<file path="src/rtl/up_mem_arbiter_pkg.sv">
// Shared types for the program/data RAM arbiter: FSM state encoding and
// the owner tag carried alongside each granted read.
package up_pkg;

   typedef enum logic [1:0] {
      ST_IDLE = 2'd0,
      ST_CPU  = 2'd1,
      ST_HOST = 2'd2,
      ST_LOCK = 2'd3
   } state_e;

   typedef enum logic {
      OWNER_CPU  = 1'b0,
      OWNER_HOST = 1'b1
   } owner_e;

endpackage

</file>
<file path="src/rtl/up_mem_arbiter_if.sv">
// Bus bundle between the CPU control unit, the host load/debug port and the
// RAM macro. The arbiter takes the slave view; the surroundings take master.
interface up_mem_arbiter_if #(
   parameter int AW = 5,
   parameter int DW = 8
);
   // CPU side
   logic          cpu_req;
   logic          cpu_we;
   logic [AW-1:0] cpu_addr;
   logic [DW-1:0] cpu_wdata;
   logic          cpu_stall;
   logic          cpu_rvalid;
   // Host side
   logic          host_req;
   logic          host_we;
   logic          host_lock;
   logic [AW-1:0] host_addr;
   logic [DW-1:0] host_wdata;
   logic          host_gnt;
   logic          host_rvalid;
   // Shared read return
   logic [DW-1:0] rdata;
   // RAM macro side
   logic [AW-1:0] mem_addr;
   logic          mem_we;
   logic [DW-1:0] mem_wdata;
   logic [DW-1:0] mem_rdata;

   modport slave (
      input  cpu_req, cpu_we, cpu_addr, cpu_wdata,
      input  host_req, host_we, host_lock, host_addr, host_wdata,
      input  mem_rdata,
      output cpu_stall, cpu_rvalid, host_gnt, host_rvalid, rdata,
      output mem_addr, mem_we, mem_wdata
   );

   modport master (
      output cpu_req, cpu_we, cpu_addr, cpu_wdata,
      output host_req, host_we, host_lock, host_addr, host_wdata,
      output mem_rdata,
      input  cpu_stall, cpu_rvalid, host_gnt, host_rvalid, rdata,
      input  mem_addr, mem_we, mem_wdata
   );

endinterface

</file>
<file path="src/rtl/up_mem_arbiter_rd_tag.sv">
// One-deep read-return pipeline: remembers who issued the read granted last
// cycle, raises that owner's rvalid while the sync RAM presents the word, and
// keeps the last returned word on rdata between reads.
module up_arb_rd_tag #(
   parameter int DW = 8
) (
   input  logic          clk_i,
   input  logic          rst_n_i,
   input  logic          cpu_rd_i,
   input  logic          host_rd_i,
   input  logic [DW-1:0] mem_rdata_i,
   output logic          cpu_rvalid_o,
   output logic          host_rvalid_o,
   output logic [DW-1:0] rdata_o
);
   import up_pkg::*;

   logic          vld_q;
   owner_e        owner_q;
   logic [DW-1:0] hold_q;

   // Tag the read issued this cycle with its owner for the return cycle.
   always_ff @(posedge clk_i or negedge rst_n_i) begin
      // NOTE: state is updated with <= so every register samples pre-edge values.
      if (!rst_n_i) begin
         vld_q   <= 1'b0;
         owner_q <= OWNER_CPU;
      end else begin
         vld_q   <= cpu_rd_i | host_rd_i;
         owner_q <= host_rd_i ? OWNER_HOST : OWNER_CPU;
      end
   end

   // Capture each returned word so rdata holds it after the return cycle.
   always_ff @(posedge clk_i or negedge rst_n_i) begin
      // NOTE: this is a single data register, not a memory, so it is reset to
      // keep rdata at zero out of reset.
      if (!rst_n_i) begin
         hold_q <= '0;
      end else if (vld_q) begin
         hold_q <= mem_rdata_i;
      end
   end

   assign cpu_rvalid_o  = vld_q & (owner_q == OWNER_CPU);
   assign host_rvalid_o = vld_q & (owner_q == OWNER_HOST);
   assign rdata_o       = vld_q ? mem_rdata_i : hold_q;

endmodule

</file>
<file path="src/rtl/up_mem_arbiter.sv">
// Single-port RAM arbiter between the CPU control unit and the host port.
// One grant per cycle; host bursts are bounded while the CPU waits, the host
// may lock the RAM for program loading, and reads return one cycle later.
module up_mem_arbiter #(
   parameter int AW         = 5,
   parameter int DW         = 8,
   parameter int HOST_BURST = 4
) (
   input  logic           CLOCK,
   input  logic           RESET_N,
   up_mem_arbiter_if.slave bus
);
   import up_pkg::*;

   localparam int            CW        = $clog2(HOST_BURST + 1);
   localparam logic [CW-1:0] BURST_MAX = CW'(HOST_BURST);

   state_e        state_q, state_d;
   owner_e        last_q, last_d;
   logic [CW-1:0] burst_q, burst_d;
   logic          cpu_win, host_win;
   logic [AW-1:0] win_addr;
   logic [DW-1:0] win_wdata;
   logic          win_we;

   // Pick this cycle's winner and the next FSM state, burst count and last owner.
   always_comb begin
      // NOTE: every output gets a default first so no path infers a latch.
      cpu_win  = 1'b0;
      host_win = 1'b0;
      state_d  = ST_IDLE;
      last_d   = last_q;
      burst_d  = burst_q;

      // Holding reset low blocks every grant so the RAM sees no access.
      if (RESET_N) begin
         if (state_q == ST_LOCK) begin
            host_win = bus.host_req;
         end else if (bus.cpu_req && bus.host_req) begin
            if (state_q == ST_HOST) host_win = (burst_q < BURST_MAX);
            else                    host_win = (last_q == OWNER_CPU);
            cpu_win = ~host_win;
         end else begin
            host_win = bus.host_req;
            cpu_win  = bus.cpu_req;
         end
      end

      if (state_q == ST_LOCK) state_d = bus.host_lock ? ST_LOCK : ST_IDLE;
      else if (host_win)      state_d = bus.host_lock ? ST_LOCK : ST_HOST;
      else if (cpu_win)       state_d = ST_CPU;

      if (host_win)     last_d = OWNER_HOST;
      else if (cpu_win) last_d = OWNER_CPU;

      if (cpu_win || !bus.cpu_req)            burst_d = '0;
      else if (host_win && burst_q < BURST_MAX) burst_d = burst_q + CW'(1);
   end

   // Advance FSM, last owner and burst counter.
   always_ff @(posedge CLOCK or negedge RESET_N) begin
      if (!RESET_N) begin
         state_q <= ST_IDLE;
         last_q  <= OWNER_CPU;
         burst_q <= '0;
      end else begin
         state_q <= state_d;
         last_q  <= last_d;
         burst_q <= burst_d;
      end
   end

   // Route the winner onto the RAM port; no grant leaves the port quiet.
   always_comb begin
      win_addr  = '0;
      win_wdata = '0;
      win_we    = 1'b0;
      if (host_win) begin
         win_addr  = bus.host_addr;
         win_wdata = bus.host_wdata;
         win_we    = bus.host_we;
      end else if (cpu_win) begin
         win_addr  = bus.cpu_addr;
         win_wdata = bus.cpu_wdata;
         win_we    = bus.cpu_we;
      end
   end

   assign bus.mem_addr  = win_addr;
   assign bus.mem_wdata = win_wdata;
   assign bus.mem_we    = win_we;
   assign bus.host_gnt  = host_win;
   assign bus.cpu_stall = RESET_N & bus.cpu_req & ~cpu_win;

   up_arb_rd_tag #(
      .DW(DW)
   ) u_rd_tag (
      .clk_i        (CLOCK),
      .rst_n_i      (RESET_N),
      .cpu_rd_i     (cpu_win & ~bus.cpu_we),
      .host_rd_i    (host_win & ~bus.host_we),
      .mem_rdata_i  (bus.mem_rdata),
      .cpu_rvalid_o (bus.cpu_rvalid),
      .host_rvalid_o(bus.host_rvalid),
      .rdata_o      (bus.rdata)
   );

endmodule
</file>
<file path="src/flat_wrapper.sv">
// flat-port wrapper written by rule: the top's interface ports become plain ports
module up_mem_arbiter_flat import up_pkg::*;
#(
   parameter int AW         = 5,
   parameter int DW         = 8,
   parameter int HOST_BURST = 4
)
  (CLOCK, RESET_N, bus_cpu_req, bus_cpu_we, bus_cpu_addr, bus_cpu_wdata, bus_host_req, bus_host_we, bus_host_lock, bus_host_addr, bus_host_wdata, bus_mem_rdata, bus_cpu_stall, bus_cpu_rvalid, bus_host_gnt, bus_host_rvalid, bus_rdata, bus_mem_addr, bus_mem_we, bus_mem_wdata);
  up_mem_arbiter_if #(.AW(AW), .DW(DW)) bus_i ();
  input  logic CLOCK;
  input  logic RESET_N;
  input wire logic [$bits(bus_i.cpu_req)-1:0] bus_cpu_req;
  input wire logic [$bits(bus_i.cpu_we)-1:0] bus_cpu_we;
  input wire logic [$bits(bus_i.cpu_addr)-1:0] bus_cpu_addr;
  input wire logic [$bits(bus_i.cpu_wdata)-1:0] bus_cpu_wdata;
  input wire logic [$bits(bus_i.host_req)-1:0] bus_host_req;
  input wire logic [$bits(bus_i.host_we)-1:0] bus_host_we;
  input wire logic [$bits(bus_i.host_lock)-1:0] bus_host_lock;
  input wire logic [$bits(bus_i.host_addr)-1:0] bus_host_addr;
  input wire logic [$bits(bus_i.host_wdata)-1:0] bus_host_wdata;
  input wire logic [$bits(bus_i.mem_rdata)-1:0] bus_mem_rdata;
  output wire logic [$bits(bus_i.cpu_stall)-1:0] bus_cpu_stall;
  output wire logic [$bits(bus_i.cpu_rvalid)-1:0] bus_cpu_rvalid;
  output wire logic [$bits(bus_i.host_gnt)-1:0] bus_host_gnt;
  output wire logic [$bits(bus_i.host_rvalid)-1:0] bus_host_rvalid;
  output wire logic [$bits(bus_i.rdata)-1:0] bus_rdata;
  output wire logic [$bits(bus_i.mem_addr)-1:0] bus_mem_addr;
  output wire logic [$bits(bus_i.mem_we)-1:0] bus_mem_we;
  output wire logic [$bits(bus_i.mem_wdata)-1:0] bus_mem_wdata;
  assign bus_i.cpu_req = bus_cpu_req;
  assign bus_i.cpu_we = bus_cpu_we;
  assign bus_i.cpu_addr = bus_cpu_addr;
  assign bus_i.cpu_wdata = bus_cpu_wdata;
  assign bus_i.host_req = bus_host_req;
  assign bus_i.host_we = bus_host_we;
  assign bus_i.host_lock = bus_host_lock;
  assign bus_i.host_addr = bus_host_addr;
  assign bus_i.host_wdata = bus_host_wdata;
  assign bus_i.mem_rdata = bus_mem_rdata;
  assign bus_cpu_stall = bus_i.cpu_stall;
  assign bus_cpu_rvalid = bus_i.cpu_rvalid;
  assign bus_host_gnt = bus_i.host_gnt;
  assign bus_host_rvalid = bus_i.host_rvalid;
  assign bus_rdata = bus_i.rdata;
  assign bus_mem_addr = bus_i.mem_addr;
  assign bus_mem_we = bus_i.mem_we;
  assign bus_mem_wdata = bus_i.mem_wdata;
  up_mem_arbiter #(.AW(AW), .DW(DW), .HOST_BURST(HOST_BURST)) u_core (.CLOCK(CLOCK), .RESET_N(RESET_N), .bus(bus_i));
endmodule
</file>
<file path="config.mk">
export PLATFORM = sky130hd
export DESIGN_NAME = up_mem_arbiter_flat
export DESIGN_NICKNAME = d
export VERILOG_FILES = /design/src/rtl/up_mem_arbiter_pkg.sv /design/src/rtl/up_mem_arbiter_if.sv /design/src/rtl/up_mem_arbiter_rd_tag.sv /design/src/rtl/up_mem_arbiter.sv /design/src/flat_wrapper.sv
export SDC_FILE = /design/constraint.sdc
export NUM_CORES = 1
export LEC_CHECK = 0
export CAP_MARGIN = 5
export CORE_ASPECT_RATIO = 0.9
export CORE_UTILIZATION = 30
export DETAILED_ROUTE_END_ITERATION = 7
export MAX_ROUTING_LAYER = met4
export PLACE_DENSITY = 0.74
export SYNTH_ARGS = -nofsm -noshare
export SYNTH_HDL_FRONTEND = slang
export SYNTH_HIERARCHICAL = 1
export SYNTH_SLANG_ARGS = --single-unit
</file>
<file path="constraint.sdc">
create_clock -name CLOCK -period 1.97 [get_ports CLOCK]
set_clock_uncertainty 0.15 [all_clocks]
set_input_delay 0.4925 -clock CLOCK [delete_from_list [all_inputs] [get_ports CLOCK]]
set_output_delay 0.4925 -clock CLOCK [all_outputs]
set_load 0.02 [all_outputs]
</file>
==> reports/qor.yml <==
synth_area_leaders: "dfrtp_1, mux2_4, a22o_2, buf_6, a22o_1"
r2r_slack_ns: 0.42
end_kind: "output pin"
postRouteWirelength_um: 2850
rows: 18
synth_common_cells: "dfrtp_1, a22o_2, mux2_4"
numCtsBuffers: 3
synth_area_um2: 918
yosys_warnings: 6
drt_pre_antenna_iters: 4
max_slew.worst_pin.slew_ns: 0.320
ys_seq_area_frac: 0.436
die_x_um: 60.3
ir_drop_mv: 0.290
synthAdderAreaFrac: 0.0136
grt_pass1_vias: 1027
fmax_mhz: 438
initial_core_util: 0.326
status: "complete, but fails checks"
syn_avg_cell_area_um2: 12.1
route.detailed.drc: 0
initialDrtViolationCount: 21
synth_seq_cells: 16
grt_max_degree: 18
setup_violations: 20
grt-ovfl-total: 0
synth_top_family_by_area: "simple AND/OR/NAND/NOR gates"
synthSimpleGateAreaFrac: 0.189
detailed_place_hpwl_um: 2210
viasPerCell: 4.68
hold_violations: 0
syn_inst: 76
async_flop_share: 1.00
port_buffers: 66
grt_use_total: 0.187
crit_arrival_ns: 1.64
synth_compound_area_frac: 0.173
synthXorXnorAreaFrac: 0.00954
core-area_um2: 2820
violations: "negative setup slack"
insertion_delay_ns: 0.28
placed_cell_area_um2: 1780
synth_largest_area_cell: "dfrtp_1"
fin_ws_ns: -0.314
antenna_cells: 0
drive_gt1_frac: 0.521
grt_pass1_wl_um: 4360
cp_max_fo: 17
grt_setup_unrepaired: "yes"
cts_num_sinks: 16
area_growth_pct: 110
slew_headroom: 0.785
routedWlPerCell_um: 13.7
clockRootBuffer: "clkbuf_4"
critPathKind: "reg2out"
placed_cells: 198
synth_edf_count: 0
clkSlewWorstSetupHoldPaths_ns: 0.09
die_h_um: 54.5
fin_crit_sh: 1.16
drv_cap: 0
fillers: 220
routabilityCongestion: 0.830
synthFlopType: "dfrtp_1"
ant_nets: 0
finalNonFillerCells: 209
hp-class: "in2async"
cts_htree_levels: 1
cp-start-kind: "flop"
p_per_area_nw_per_um2: 657
clock_path_buffers: 2
synthDistinctLibCells: 25
antenna_found_initial: 0
slew_viol_final: 0
fin_nets: 212
leakagePower_uw: 0.000904
via_count: 979
fin_tns_setup_ns: -4.60
cts_tree: "done"
synth.mux.area_fraction: 0.142
die-area_um2: 3290
required_ns: 1.33
io_pins: 67
postLayoutCellArea_um2: 1930
fin_crit_ns: 2.28
yosysTopAreaCellShare: 0.436
synth.most_common_cell: "dfrtp_1"
syn_nets: 118
cell usage in the layout, fill, tap and decap left out, types with 2 or more instances in the layout:
master	count
clkdlybuf4s50_1	37
nor4_1	2
nor2_1	5
buf_12	2
mux2_4	8
a22o_4	2
clkbuf_4	3
buf_4	20
nor3_4	2
dfrtp_2	2
dfrtp_1	14
nand2_1	5
clkbuf_2	2
buf_2	2
buf_6	26
nand2b_1	2
a22o_2	10
o21ai_0	2
a22o_1	2
timing repair:
item	CTS	global route
hold endpoints to repair	0	0
setup buffers	4	3
cloned	1	1
hold buffers	0	0
gates resized for setup	153	13
pin swaps	5	0
endpoints found under the setup margin	26	25
layout make-up:
cell class / instances / area, µm² / area share
timing repair buffer: 92 / 917 / 0.474
sequential: 16 / 403 / 0.208
tap: 40 / 50.0 / 0.0259
clock buffer: 4 / 36.3 / 0.0188
multi-input combinational: 57 / 527 / 0.272
final timing paths:
check,start,to,cells past startpoint
setup / recovery,u_core/state_q[1]$_DFF_PN0_,bus_mem_wdata[7],5
hold / removal,RESET_N,u_core/last_q$_DFFE_PN0P_,2
setup reg to reg,u_core/state_q[1]$_DFF_PN0_,u_core/burst_q[1]$_DFFE_PN0P_,5
hold reg to reg,u_core/u_rd_tag/hold_q[2]$_DFF_PN0_,u_core/u_rd_tag/hold_q[2]$_DFF_PN0_,1
max in group asynchronous,RESET_N,u_core/burst_q[2]$_DFFE_PN0P_,2
min in group CLOCK,u_core/u_rd_tag/hold_q[2]$_DFF_PN0_,u_core/u_rd_tag/hold_q[2]$_DFF_PN0_,1
flip-flops by register name, indices dropped and copies added, names as in the netlist:
| name | count |
|---|---|
| u_core/burst_q | 3 |
| u_core/last_q | 1 |
| u_core/state_q | 2 |
| u_core/u_rd_tag/hold_q | 8 |
| u_core/u_rd_tag/owner_q | 1 |
| u_core/u_rd_tag/vld_q | 1 |
stage by stage:
step                      hold WS [ns]  setup WS, ns  total power, µW  utilization
after global placement           0.324         -1.03              977        0.632
final                            0.232        -0.314             1270        0.687
after global routing             0.260        -0.380             1340        0.687
after detailed placement         0.332         -1.08              994        0.632
after floorplan                 0.0469        -0.103              688            -
after CTS                        0.237        -0.303             1230        0.662
power breakdown:
group	switching (µW)	internal (µW)
logic	262	393
clock network	96.7	112
registers	23.1	384
total	382	889
logic make-up after synthesis:
kind of cell	after synthesis
compound gates	18
xor+xnor	1
fa+ha+maj	1
buf+inv	3
flops	16
mux	9
simple gates	28
worst max-delay path: stages (launching register included):
cell,delay (ns)
dfrtp_1,0.43
and3b_4,0.33
nor3_4,0.05
buf_12,0.15
a22o_2,0.27
buf_6,0.13
layer usage:
| layer | up-vias | global-route usage | routed length, µm |
|---|---|---|---|
| li1 | 467 | - | - |
| met1 | 450 | 0.195 | 1070 |
| met2 | 60 | 0.348 | 1490 |
| met3 | 2 | 0.0473 | 289 |
| met4 | 0 | 0.0581 | 12 |
| met5 | - | - | 0 |
Note: power is estimated with default switching activity, not from simulation.
